[src/rtl/frame_sequencer.sv]
// frame_sequencer: double-buffered 8x8 frame store for the charlieplex scanner.
// The host fills the back buffer row by row, then commits. The swap to the
// front buffer waits for a scan-frame boundary and a minimum hold count, so
// the scanner never shows a torn image and animation pacing is enforced.
module frame_sequencer #(
    parameter logic [5:0] FRAME_DONE_INDEX = 6'd63,
    parameter int         HOLD_W           = 4
) (
    input  logic              clk,
    input  logic              rst_n,
    input  logic              wr_valid,
    output logic              wr_ready,
    input  logic [2:0]        wr_row,
    input  logic [7:0]        wr_data,
    input  logic              commit_valid,
    output logic              commit_ready,
    input  logic [HOLD_W-1:0] hold_frames,
    input  logic              blank,
    input  logic              is_frame_done,
    output logic [63:0]       memory_frame_buffer,
    output logic [5:0]        frame_done_index,
    output logic              swap_pulse,
    output logic              busy
);

    typedef enum logic {
        IDLE    = 1'b0,
        PENDING = 1'b1
    } state_t;

    state_t              state_q, state_d;
    logic [63:0]         buf_a_q, buf_a_d;
    logic [63:0]         buf_b_q, buf_b_d;
    logic                front_sel_q, front_sel_d;
    logic [HOLD_W-1:0]   hold_cnt_q, hold_cnt_d;
    logic                blank_q;
    logic                swap_pulse_q;
    logic                swap;
    logic                wr_acc;
    logic [5:0]          row_base;

    assign row_base = {wr_row, 3'b000};
    assign wr_acc   = wr_valid & wr_ready;

    // Control FSM: handshake readiness decoded from state, swap decision in PENDING.
    always_comb begin
        state_d      = state_q;
        wr_ready     = 1'b0;
        commit_ready = 1'b0;
        busy         = 1'b0;
        swap         = 1'b0;
        case (state_q)
            IDLE: begin
                wr_ready     = 1'b1;
                commit_ready = 1'b1;
                if (commit_valid) begin
                    state_d = PENDING;
                end
            end
            PENDING: begin
                busy = 1'b1;
                if (is_frame_done && (hold_cnt_q >= hold_frames)) begin
                    swap    = 1'b1;
                    state_d = IDLE;
                end
            end
            default: state_d = IDLE;
        endcase
    end

    // Buffer, selector and hold-counter next state; writes always land in the back buffer.
    always_comb begin
        buf_a_d     = buf_a_q;
        buf_b_d     = buf_b_q;
        front_sel_d = front_sel_q ^ swap;
        hold_cnt_d  = hold_cnt_q;
        if (wr_acc) begin
            if (front_sel_q) begin
                buf_a_d[row_base +: 8] = wr_data;
            end else begin
                buf_b_d[row_base +: 8] = wr_data;
            end
        end
        if (swap) begin
            hold_cnt_d = '0;
        end else if (is_frame_done && (hold_cnt_q != {HOLD_W{1'b1}})) begin
            hold_cnt_d = hold_cnt_q + 1'b1;
        end
    end

    // State registers; reset clears both buffers so a pending commit is discarded.
    always_ff @(posedge clk or negedge rst_n) begin
        if (!rst_n) begin
            state_q      <= IDLE;
            buf_a_q      <= '0;
            buf_b_q      <= '0;
            front_sel_q  <= 1'b0;
            hold_cnt_q   <= '0;
            blank_q      <= 1'b0;
            swap_pulse_q <= 1'b0;
        end else begin
            state_q      <= state_d;
            buf_a_q      <= buf_a_d;
            buf_b_q      <= buf_b_d;
            front_sel_q  <= front_sel_d;
            hold_cnt_q   <= hold_cnt_d;
            blank_q      <= blank;
            swap_pulse_q <= swap;
        end
    end

    assign memory_frame_buffer = blank_q ? 64'd0 : (front_sel_q ? buf_b_q : buf_a_q);
    assign frame_done_index    = FRAME_DONE_INDEX;
    assign swap_pulse          = swap_pulse_q;

endmodule

[config.mk]
export PLATFORM = sky130hd
export DESIGN_NAME = frame_sequencer
export DESIGN_NICKNAME = d
export VERILOG_FILES = /design/src/rtl/frame_sequencer.sv
export SDC_FILE = /design/constraint.sdc
export NUM_CORES = 1
export LEC_CHECK = 0
export CAP_MARGIN = 20
export CORE_ASPECT_RATIO = 1.1
export CORE_MARGIN = 8
export CORE_UTILIZATION = 60
export DETAILED_ROUTE_END_ITERATION = 7
export DONT_BUFFER_PORTS = 1
export GPL_ROUTABILITY_DRIVEN = 0
export PLACE_DENSITY = 0.76
export SLEW_MARGIN = 20
export SYNTH_ARGS = -nofsm -noshare
export SYNTH_HDL_FRONTEND = slang
export SYNTH_SLANG_ARGS = --single-unit
[constraint.sdc]
create_clock -name clk -period 3.71 [get_ports clk]
set_input_delay 0.9275 -clock clk [delete_from_list [all_inputs] [get_ports clk]]
set_output_delay 0.9275 -clock clk [all_outputs]
set_load 0.01 [all_outputs]
==> results of run 1 <==
[power by group through the flow]
stage	Combinational, uW	Clock, uW	Sequential (uW)
2_1_floorplan	985	0	2090
3_3_place_gp	962	0	2260
3_5_place_dp	1000	0	2290
4_1_cts	1010	1940	2270
5_1_grt	1100	2000	2330
6_report	997	1910	2270
[kinds of logic after synthesis]
group / share of synthesized area [%]
multiplexers: 32.3
flip-flops: 52.1
AND/OR/NAND/NOR: 9.24
buffers and inverters: 3.37
AO/OA/AOI/OAI: 1.53
adder cells (fa/ha/maj): 1.34
other: 0.0574
[stage by stage]
stage | setup slack, ns | cells | hold WS [ns]
2_1_floorplan | 0.725 | 516 | 0.479
3_3_place_gp | 0.718 | 629 | 0.486
3_5_place_dp | 0.620 | 629 | 0.493
4_1_cts | 0.560 | 661 | 0.192
5_1_grt | 0.469 | 661 | 0.186
6_report | 0.541 | 661 | 0.204
[layout by cell type, fill, tap and decap left out, types with 7 or more instances in the layout]
cell       count
mux2i_1       64
dfrtp_1      134
inv_1          9
mux2_2       120
ha_1           7
mux2_4         8
clkbuf_16     17
nand4_1        9
nor2_1        70
[sequential cells by signal, indices dropped and copies added, names as in the netlist]
| signal | flops |
|---|---|
| buf_a_q | 64 |
| buf_b_q | 64 |
| swap_pulse | 1 |
| front_sel_q | 1 |
| blank_q | 1 |
| hold_cnt_q | 4 |
| state_q | 1 |
[layer usage]
| metal | part of all wire [%] | GRT usage, % | wire length, microns | vias to the layer above |
|---|---|---|---|---|
| li1 | - | - | - | 1768 |
| met4 | 2.4 | 9.67 | 330 | 0 |
| met2 | 50 | 32.7 | 6870 | 89 |
| met3 | 5.3 | 6.16 | 738 | 27 |
| met5 | 0 | 0 | 0 | - |
| met1 | 43 | 24.7 | 5890 | 2046 |
[final cells by class]
class	instances	area [sq um]	share of cell area [%]
inverters	9	33.8	0.466
multi-input cells	334	2930	40.3
clock buffers	19	453	6.24
clock inverters	13	224	3.09
repair buffers	3	22.5	0.311
flip-flops and latches	136	3410	47.0
well taps	147	184	2.54
[how the worst max path moves through the flow]
stage | start | to | slack, ns | depth (start not counted)
floorplan | wr_row[0] | buf_b_q[24] | 0.73 | 8
global placement | wr_row[0] | buf_b_q[25] | 0.72 | 6
detailed placement | wr_row[0] | buf_b_q[27] | 0.62 | 6
CTS | front_sel_q | memory_frame_buffer[17] | 0.56 | 3
global route | front_sel_q | memory_frame_buffer[21] | 0.47 | 3
finish | front_sel_q | memory_frame_buffer[17] | 0.54 | 3
==> summary.txt, run 1 <==
Critical path
  • Worst Path Max Fanout: 53
  • RR Startpoint: front_sel_q
  • Crit-path slowest cell: dfrtp_4
  • Worst Setup Start Kind: flip-flop
  • Flop-to-flop setup slack: 1.11 ns
  • Max incr delay on CP: 0.99 ns
  • CP delay by family, top: flip-flops
  • Critical Path AT: 2.24 ns
  • Worst r2r path cells: 3
  • CP required: 2.78 ns
  • Buf/Inv on CP: 1
  • CP Capture Type: primary output
  • Crit path kind: reg -> out
  • CP Cell Sequence: buf_4 > mux2i_1 > nor2_1
  • RR Endpoint: buf_a_q[22]

Clock tree
  • CTS root buf: clkbuf_16
  • CTS H-tree depth: 4
  • Post_cts resized: 0
  • CTS Buf Count: 17
  • Cts-stage hold buffer count: 0
  • # Post-CTS Setup Buffers: 0
  • Max Root-Sink Buffers: 2
  • Clock Latency Late Sink: 0.42 ns
  • Reg clk slew, reported paths: 0.06 ns
  • CTS tree: yes
  • CTS Sinks: 136

Floorplan
  • Die height: 125 microns
  • Rows: 40
  • DIE WIDTH: 115 microns
  • Die area: 14500 sq um
  • # IOs: 95
  • Placeable Area: 10800 sq um
  • Initial core utilization: 60.7%

Pwr
  • Total power: 5170 uW
  • P_int: 3780 uW
  • Clock group share of total power: 36.9%
  • Switching power: 1400 uW
  • Power density over cell area: 713 nW/um^2
  • Sw frac: 27.0%
  • Combinational share of power: 19.3%
  • Peak VDD IR: 0.000345 V
  • Pleak: 0.00380 uW
  • Seq pwr share: 43.8%

Global routing
  • GRT Residual Overflow: 0
  • Vias in the first global route: 4250
  • GRT Total Usage: 20.5%
  • Initial antenna violation count: 0
  • Largest net degree at the start of global routing: 137
  • First-pass GRT wire length: 22600 microns

Finish
  • Fin util: 67.4%
  • Nets: 529
  • # fillers: 774
  • Share of layout cells above drive strength 1: 33.7%
  • Area Growth Syn to Fin: 11.1%
  • Fin area: 7250 sq um
  • # diodes: 0

STA
  • Worst clock skew: 0.00641 ns
  • Tmin final: 3.17 ns
  • Fin crit share: 85.4%
  • Setup TNS: 0 ns
  • Maximum clock rate: 316 MHz
  • Tightest Pin Transition: 0.920 ns
  • Final setup violation count: 0
  • Worst slew margin: 38.7%
  • Unrepaired setup endpoints after global routing: false
  • Final hold viol count: 0
  • Max Slew Vio Count: 0

Logic synthesis
  • Share of the synthesized area in the top cell type: 52.1%
  • Most instantiated cells after synthesis: 136 x dfrtp_1, 120 x mux2_2, 70 x nor2_1
  • Post-Syn Area: 6530 sq um
  • Top_reg_cell synth: dfrtp_1
  • Mapped Cells: 511
  • Asr flop ratio synth: 100%
  • Top-count cell post-synth: dfrtp_1
  • YS warnings: 0
  • Register area share after synthesis: 52.1%
  • Yosys reg bits: 136
  • Area leader, netlist: dfrtp_1
  • Post-synthesis area per instance: 12.8 sq um
  • Post-synth EDFFs: 0
  • Area contributors post-synth: dfrtp_1 52%, mux2_2 21%, mux2i_1 9.8%
  • Yosys cell types: 40

Route
  • Per-cell routed wire length: 20.9 microns
  • DRC: 0
  • DRT iter0 DRCs: 162
  • Via-to-Cell Ratio: 5.95
  • Routed WL: 13800 microns
  • Vias: 3930
  • Antenna Nets Post-Route: 0
  • Drt pass-1 iters: 4

Placed design
  • IO buf count: 0
  • Placed Area: 6570 sq um
  • Post-DP HPWL: 9080 microns

Min path
  • Worst Hold Class: in -> async

Job
  • Number of max-cap violations: 0

Status
  • Status: complete, no violations
Note: power is estimated with default switching activity, not from simulation.
==> run 2, diff against run 1 <==
--- a/config.mk
+++ b/config.mk
@@ -7,7 +7,7 @@
 export LEC_CHECK = 0
 export CAP_MARGIN = 20
 export CORE_ASPECT_RATIO = 1.1
-export CORE_MARGIN = 8
+export CORE_MARGIN = 2
 export CORE_UTILIZATION = 60
 export DETAILED_ROUTE_END_ITERATION = 7
 export DONT_BUFFER_PORTS = 1
==> summary.txt, run 2 (synthesis gave the netlist of run 1 again) <==
STA
  • Worst clock skew: 0.00479 ns (-0.00162 ns)
  • Tightest Pin Transition: 0.986 ns (+0.0658 ns)
  • Tmin final: 3.18 ns (+0.0105 ns)
  • Fin crit share: 85.7% (+0.28 points)
  • Worst slew margin: 34.3% (-4.4 points)
  • Final hold viol count: 0 (unchanged)
  • Final worst setup slack: 0.530 ns (-0.0105 ns)
  • Unrepaired setup endpoints after global routing: false
  • Setup TNS: 0 ns (unchanged)
  • Max Slew Vio Count: 0 (unchanged)
  • Maximum clock rate: 314 MHz (-0.33%)
  • Final setup violation count: 0 (unchanged)

Floorplan
  • Initial core utilization: 62.2% (+1.6 points)
  • Rows: 39 (-2.5%)
  • Die area: 11700 sq um (-19%)
  • DIE WIDTH: 103 microns (-10%)
  • Die height: 113 microns (-9.6%)
  • # IOs: 95 (unchanged)
  • Placeable Area: 10500 sq um (-2.5%)

Pwr
  • P_int: 3560 uW (-5.7%)
  • Clock group share of total power: 33.9% (-3.0 points)
  • Pleak: 0.00376 uW (-1.0%)
  • Switching power: 1370 uW (-2.4%)
  • Combinational share of power: 19.9% (+0.6 points)
  • Total power: 4930 uW (-4.8%)
  • Power density over cell area: 688 nW/um^2 (-3.6%)
  • Sw frac: 27.7% (+0.68 points)
  • Peak VDD IR: 0.000431 V (+25%)
  • Seq pwr share: 46.2% (+2.4 points)

Clock tree
  • CTS H-tree depth: 4 (unchanged)
  • CTS root buf: clkbuf_16
  • CTS Sinks: 136 (unchanged)
  • Max Root-Sink Buffers: 2 (unchanged)
  • Clock Latency Late Sink: 0.41 ns (about the same)
  • # Post-CTS Setup Buffers: 0 (unchanged)
  • Reg clk slew, reported paths: 0.06 ns (about the same)
  • Cts-stage hold buffer count: 0 (unchanged)
  • CTS tree: yes
  • Post_cts resized: 0 (unchanged)
  • CTS Buf Count: 17 (unchanged)

Route
  • Routed WL: 13400 microns (-3.2%)
  • DRT iter0 DRCs: 148 (-8.6%)
  • Via-to-Cell Ratio: 5.89 (-0.95%)
  • Vias: 3869 (-1.6%)
  • Drt pass-1 iters: 4 (unchanged)
  • DRC: 0 (unchanged)
  • Per-cell routed wire length: 20.4 microns (-2.6%)
  • Antenna Nets Post-Route: 0 (unchanged)

Job
  • Number of max-cap violations: 0 (unchanged)

Finish
  • Biggest regs: buf_a_q: 64 flops, buf_b_q: 64 flops, hold_cnt_q: 4 flops
  • Most frequent cells in the layout: 134 x dfrtp_1, 120 x mux2_2, 70 x nor2_1, 64 x mux2i_1, 17 x clkbuf_16
  • # diodes: 0 (unchanged)
  • Area Growth Syn to Fin: 9.75%
  • Nets: 529 (unchanged)
  • Fin area: 7170 sq um (-1.2%)
  • Most common cell after layout, fill and taps aside: dfrtp_1
  • Share of layout cells above drive strength 1: 33.1% (-0.58 points)

Critical path
  • CP endpoint: memory_frame_buffer[27]
  • RR Endpoint: buf_a_q[31]
  • Critical path startpoint: front_sel_q
  • Worst Setup Start Kind: flip-flop
  • RR Startpoint: front_sel_q
  • Worst r2r path cells: 3 (unchanged)
  • Worst Path Max Fanout: 57 (+7.5%)
  • CP Capture Type: primary output
  • Flop-to-flop setup slack: 1.01 ns (-0.10 ns)
  • Critical Path AT: 2.25 ns (about the same)
  • Crit path kind: reg -> out
  • CP required: 2.78 ns (about the same)

Placed design
  • Post-DP HPWL: 8430 microns (-7.2%)
  • IO buf count: 0 (unchanged)
  • Setup Slack @ Placement: 0.595 ns (-0.0244 ns)
  • Placed Area: 6570 sq um (about the same)

Status
  • Status: complete, no violations

Global routing
  • GRT Residual Overflow: 0 (unchanged)
  • First-pass GRT wire length: 21500 microns (-5.1%)
  • GRT Total Usage: 24.5% (+4.0 points)
  • Initial antenna violation count: 0 (unchanged)
  • Largest net degree at the start of global routing: 137 (unchanged)
  • Vias in the first global route: 4066 (-4.3%)

Min path
  • Worst Hold Class: in -> async
==> run 2: cell types whose count changed in the layout (fill, tap and decap cells not counted), sizes merged <==
cell    change
bufinv      -4
clkbuf      +6
clkinv      -2
==> run 2: final cells by class <==
cell class	count	area [sq um]
Tap cell	143	179
Fill cell	773	3320
Multi-Input combinational cell	334	2930
Inverter	9	33.8
Clock buffer	25	505
Sequential cell	136	3410
Clock inverter	7	90.1
Timing Repair Buffer	3	22.5
==> run 2: critical path: stages (launching register included) <==
cell and delay [ns]:
dfrtp_4 1.08, buf_4 0.35, mux2i_1 0.26, nor2_1 0.12
==> run 2: power by group through the flow <==
| stage | sequential (uW) | clock (uW) | combinational (uW) |
|---|---|---|---|
| after floorplan | 2090 | 0 | 985 |
| after detailed placement | 2300 | 0 | 987 |
| after global routing | 2340 | 1760 | 1080 |
| final | 2280 | 1670 | 980 |
| after global placement | 2260 | 0 | 947 |
| after CTS | 2280 | 1690 | 991 |
==> run 2: routing by layer <==
layer / GRT usage [%] / vias up / share of wire [%]
met5: 0 / - / 0
met4: 8.77 / 0 / 2.0
met3: 4.96 / 21 / 3.6
met2: 41.8 / 84 / 51
met1: 30.8 / 1998 / 43
li1: - / 1766 / -
==> run 2: worst min path at each step <==
stage,start,end,slack (ns),cells past startpoint
4_1_cts,rst_n,hold_cnt_q[2],0.20,0
3_3_place_gp,buf_a_q[1],buf_a_q[1],0.49,1
5_1_grt,rst_n,hold_cnt_q[2],0.19,0
3_5_place_dp,buf_a_q[34],buf_a_q[34],0.49,1
6_report,rst_n,hold_cnt_q[2],0.21,0
2_1_floorplan,buf_a_q[56],buf_a_q[56],0.48,1
==> run 2: per-stage QoR <==
stage,cells,hold WS (ns),utilization [%]
after floorplan,516,0.479,-
after global placement,625,0.486,62.6
after detailed placement,625,0.492,62.6
after CTS,657,0.195,68.3
after global routing,657,0.191,68.3
final,657,0.207,68.3
==> run 3, diff against run 2 <==
--- a/config.mk
+++ b/config.mk
@@ -8,11 +8,10 @@
 export CAP_MARGIN = 20
 export CORE_ASPECT_RATIO = 1.1
 export CORE_MARGIN = 2
-export CORE_UTILIZATION = 60
+export CORE_UTILIZATION = 59
 export DETAILED_ROUTE_END_ITERATION = 7
-export DONT_BUFFER_PORTS = 1
 export GPL_ROUTABILITY_DRIVEN = 0
-export PLACE_DENSITY = 0.76
+export PLACE_DENSITY = 0.86
 export SLEW_MARGIN = 20
 export SYNTH_ARGS = -nofsm -noshare
 export SYNTH_HDL_FRONTEND = slang
==> summary.txt, run 3 (synthesis gave the netlist of run 1 again) <==
Min path
  • Worst-case hold path end point: buf_a_q[56]
  • Hold depth: 1
  • Hold Crit Start: buf_a_q[56]
  • Worst Hold Class: reg -> reg

Route
  • Met3 WL: 886 microns (+82%)
  • DRT iter0 DRCs: 252 (+70%)
  • Per-cell routed wire length: 20.1 microns (-1.3%)
  • Uppermost layer routed: met4
  • Via-to-Cell Ratio: 5.76 (-2.1%)
  • Antenna Nets Post-Route: 0 (unchanged)
  • DRC: 0 (unchanged)
  • Vias: 4352 (+12%)
  • Routed WL: 15200 microns (+13%)
  • Wire length on met2: 7590 microns (+10%)
  • Drt pass-1 iters: 5 (+1)
  • Met1 wire length: 6420 microns (+11%)

Finish
  • Nets: 623 (+18%)
  • Fin util: 74.7% (+6.4 points)
  • Biggest regs: buf_a_q: 64 flops, buf_b_q: 64 flops, hold_cnt_q: 4 flops
  • Share of layout cells above drive strength 1: 28.9% (-4.1 points)
  • # fillers: 720 (-6.9%)
  • Multi-input logic area: 2930 sq um (unchanged)
  • Fin area: 8110 sq um (+13%)
  • Register area: 3410 sq um (about the same)
  • Most frequent cells in the layout: 134 x dfrtp_1, 120 x mux2_2, 87 x clkdlybuf4s50_1, 70 x nor2_1, 64 x mux2i_1
  • Area Growth Syn to Fin: 24.2%
  • # diodes: 0 (unchanged)
  • Most common cell after layout, fill and taps aside: dfrtp_1

Pwr
  • Total power: 5320 uW (+8.0%)
  • P_int: 3800 uW (+6.7%)
  • Clock group share of total power: 31.8% (-2.1 points)
  • Seq pwr share: 42.0% (-4.2 points)
  • Switching power: 1520 uW (+11%)
  • Sw frac: 28.6% (+0.87 points)
  • Combinational share of power: 26.1% (+6.2 points)
  • Peak VDD IR: 0.000365 V (-15%)
  • Power density over cell area: 656 nW/um^2 (-4.6%)
  • Pleak: 0.00412 uW (+9.4%)

Clock tree
  • CTS Buf Count: 17 (unchanged)
  • CTS H-tree depth: 4 (unchanged)
  • # Post-CTS Setup Buffers: 0 (unchanged)
  • CTS Sinks: 136 (unchanged)
  • Clock Latency Late Sink: 0.41 ns (about the same)
  • CTS root buf: clkbuf_16
  • Post_cts resized: 0 (unchanged)
  • CTS tree: yes
  • Reg clk slew, reported paths: 0.06 ns (about the same)
  • Max Root-Sink Buffers: 2 (unchanged)
  • Cts-stage hold buffer count: 0 (unchanged)

Floorplan
  • Placeable Area: 10900 sq um (+3.5%)
  • Die height: 114 microns (+0.82%)
  • Initial core utilization: 60.1% (-2.1 points)
  • Rows: 40 (+2.6%)
  • DIE WIDTH: 104 microns (+0.81%)
  • Die area: 11900 sq um (+1.6%)
  • # IOs: 95 (unchanged)

STA
  • Worst slew margin: 41.8% (+7.6 points)
  • Final setup violation count: 0 (unchanged)
  • Setup TNS: 0 ns (unchanged)
  • Max Slew Vio Count: 0 (unchanged)
  • Fin crit share: 88.9% (+3.2 points)
  • Tightest Pin Transition: 0.870 ns (-0.116 ns)
  • Tmin final: 3.30 ns (+0.119 ns)
  • Final worst hold slack: 0.503 ns (+0.296 ns)
  • Unrepaired setup endpoints after global routing: false
  • Maximum clock rate: 303 MHz (-3.6%)
  • Final hold viol count: 0 (unchanged)
  • Worst clock skew: 0.00487 ns (+0.0000811 ns)

Critical path
  • RR Startpoint: front_sel_q
  • CP Capture Type: primary output
  • Worst Setup Start Kind: flip-flop
  • Worst Path Max Fanout: 31 (-46%)
  • RR Endpoint: buf_b_q[29]
  • Crit path kind: reg -> out
  • CP required: 2.78 ns (about the same)
  • Critical Path AT: 2.37 ns (+0.12 ns)
  • Worst r2r path cells: 3 (unchanged)
  • Flop-to-flop setup slack: 1.32 ns (+0.31 ns)

Status
  • Status: complete, no violations

Global routing
  • Largest net degree at the start of global routing: 90 (-34%)
  • Vias in the first global route: 4785 (+18%)
  • Initial antenna violation count: 0 (unchanged)
  • GRT Residual Overflow: 0 (unchanged)
  • First-pass GRT wire length: 24800 microns (+15%)
  • GRT Total Usage: 26.9% (+2.4 points)

Job
  • Number of max-cap violations: 0 (unchanged)

Placed design
  • IO buf count: 88 (+88)
  • Placed Area: 7520 sq um (+15%)
  • Post-DP HPWL: 9460 microns (+12%)
[run 3: cell count changes in the layout (fill, tap and decap cells not counted), sizes merged]
| cell | before | now |
|---|---|---|
| buf | 3 | 10 |
| bufinv | 2 | 3 |
| clkbuf | 25 | 23 |
| clkdlybuf4s50 | 0 | 87 |
| clkinv | 3 | 5 |
| clkinvlp | 2 | 1 |
[run 3: how the worst max path moves through the flow]
stage / startpoint / endpoint / cells after the start
finish: front_sel_q / memory_frame_buffer[55] / 4
global route: front_sel_q / memory_frame_buffer[49] / 4
CTS: front_sel_q / memory_frame_buffer[55] / 4
detailed placement: wr_row[0] / buf_b_q[27] / 7
global placement: wr_row[0] / buf_b_q[28] / 7
floorplan: wr_row[0] / buf_b_q[24] / 8
[run 3: stage by stage]
step                worst slack [ns]  instances
floorplan                      0.725        516
global placement               0.129        723
detailed placement            0.0349        723
CTS                            0.397        755
global route                   0.319        755
finish                         0.411        755
[run 3: per-layer routing]
layer | global-route usage (%) | up-vias
li1 | - | 1957
met1 | 34.1 | 2220
met2 | 44.6 | 148
met3 | 6.60 | 27
met4 | 11.5 | 0
met5 | 0 | -
[run 3: critical path, cell delays in order, from the launching register on]
cell and delay, ns:
dfrtp_4 0.78, buf_12 0.30, mux2i_1 0.29, nor2_1 0.07, clkdlybuf4s50_1 0.50
[run 3: cell type report]
class / count / share of cell area, %
clock buffer: 23 / 5.77
timing repair buffer: 97 / 12.0
sequential: 136 / 42.0
tap: 147 / 2.27
inverter: 9 / 0.416
multi-input combinational: 334 / 36.1
clock inverter: 9 / 1.51
[run 3: power groups by stage]
stage / clock network (uW) / registers (uW) / logic (uW)
2_1_floorplan: 0 / 2090 / 985
3_3_place_gp: 0 / 2210 / 1310
3_5_place_dp: 0 / 2240 / 1370
4_1_cts: 1710 / 2240 / 1400
5_1_grt: 1780 / 2290 / 1500
6_report: 1690 / 2240 / 1390
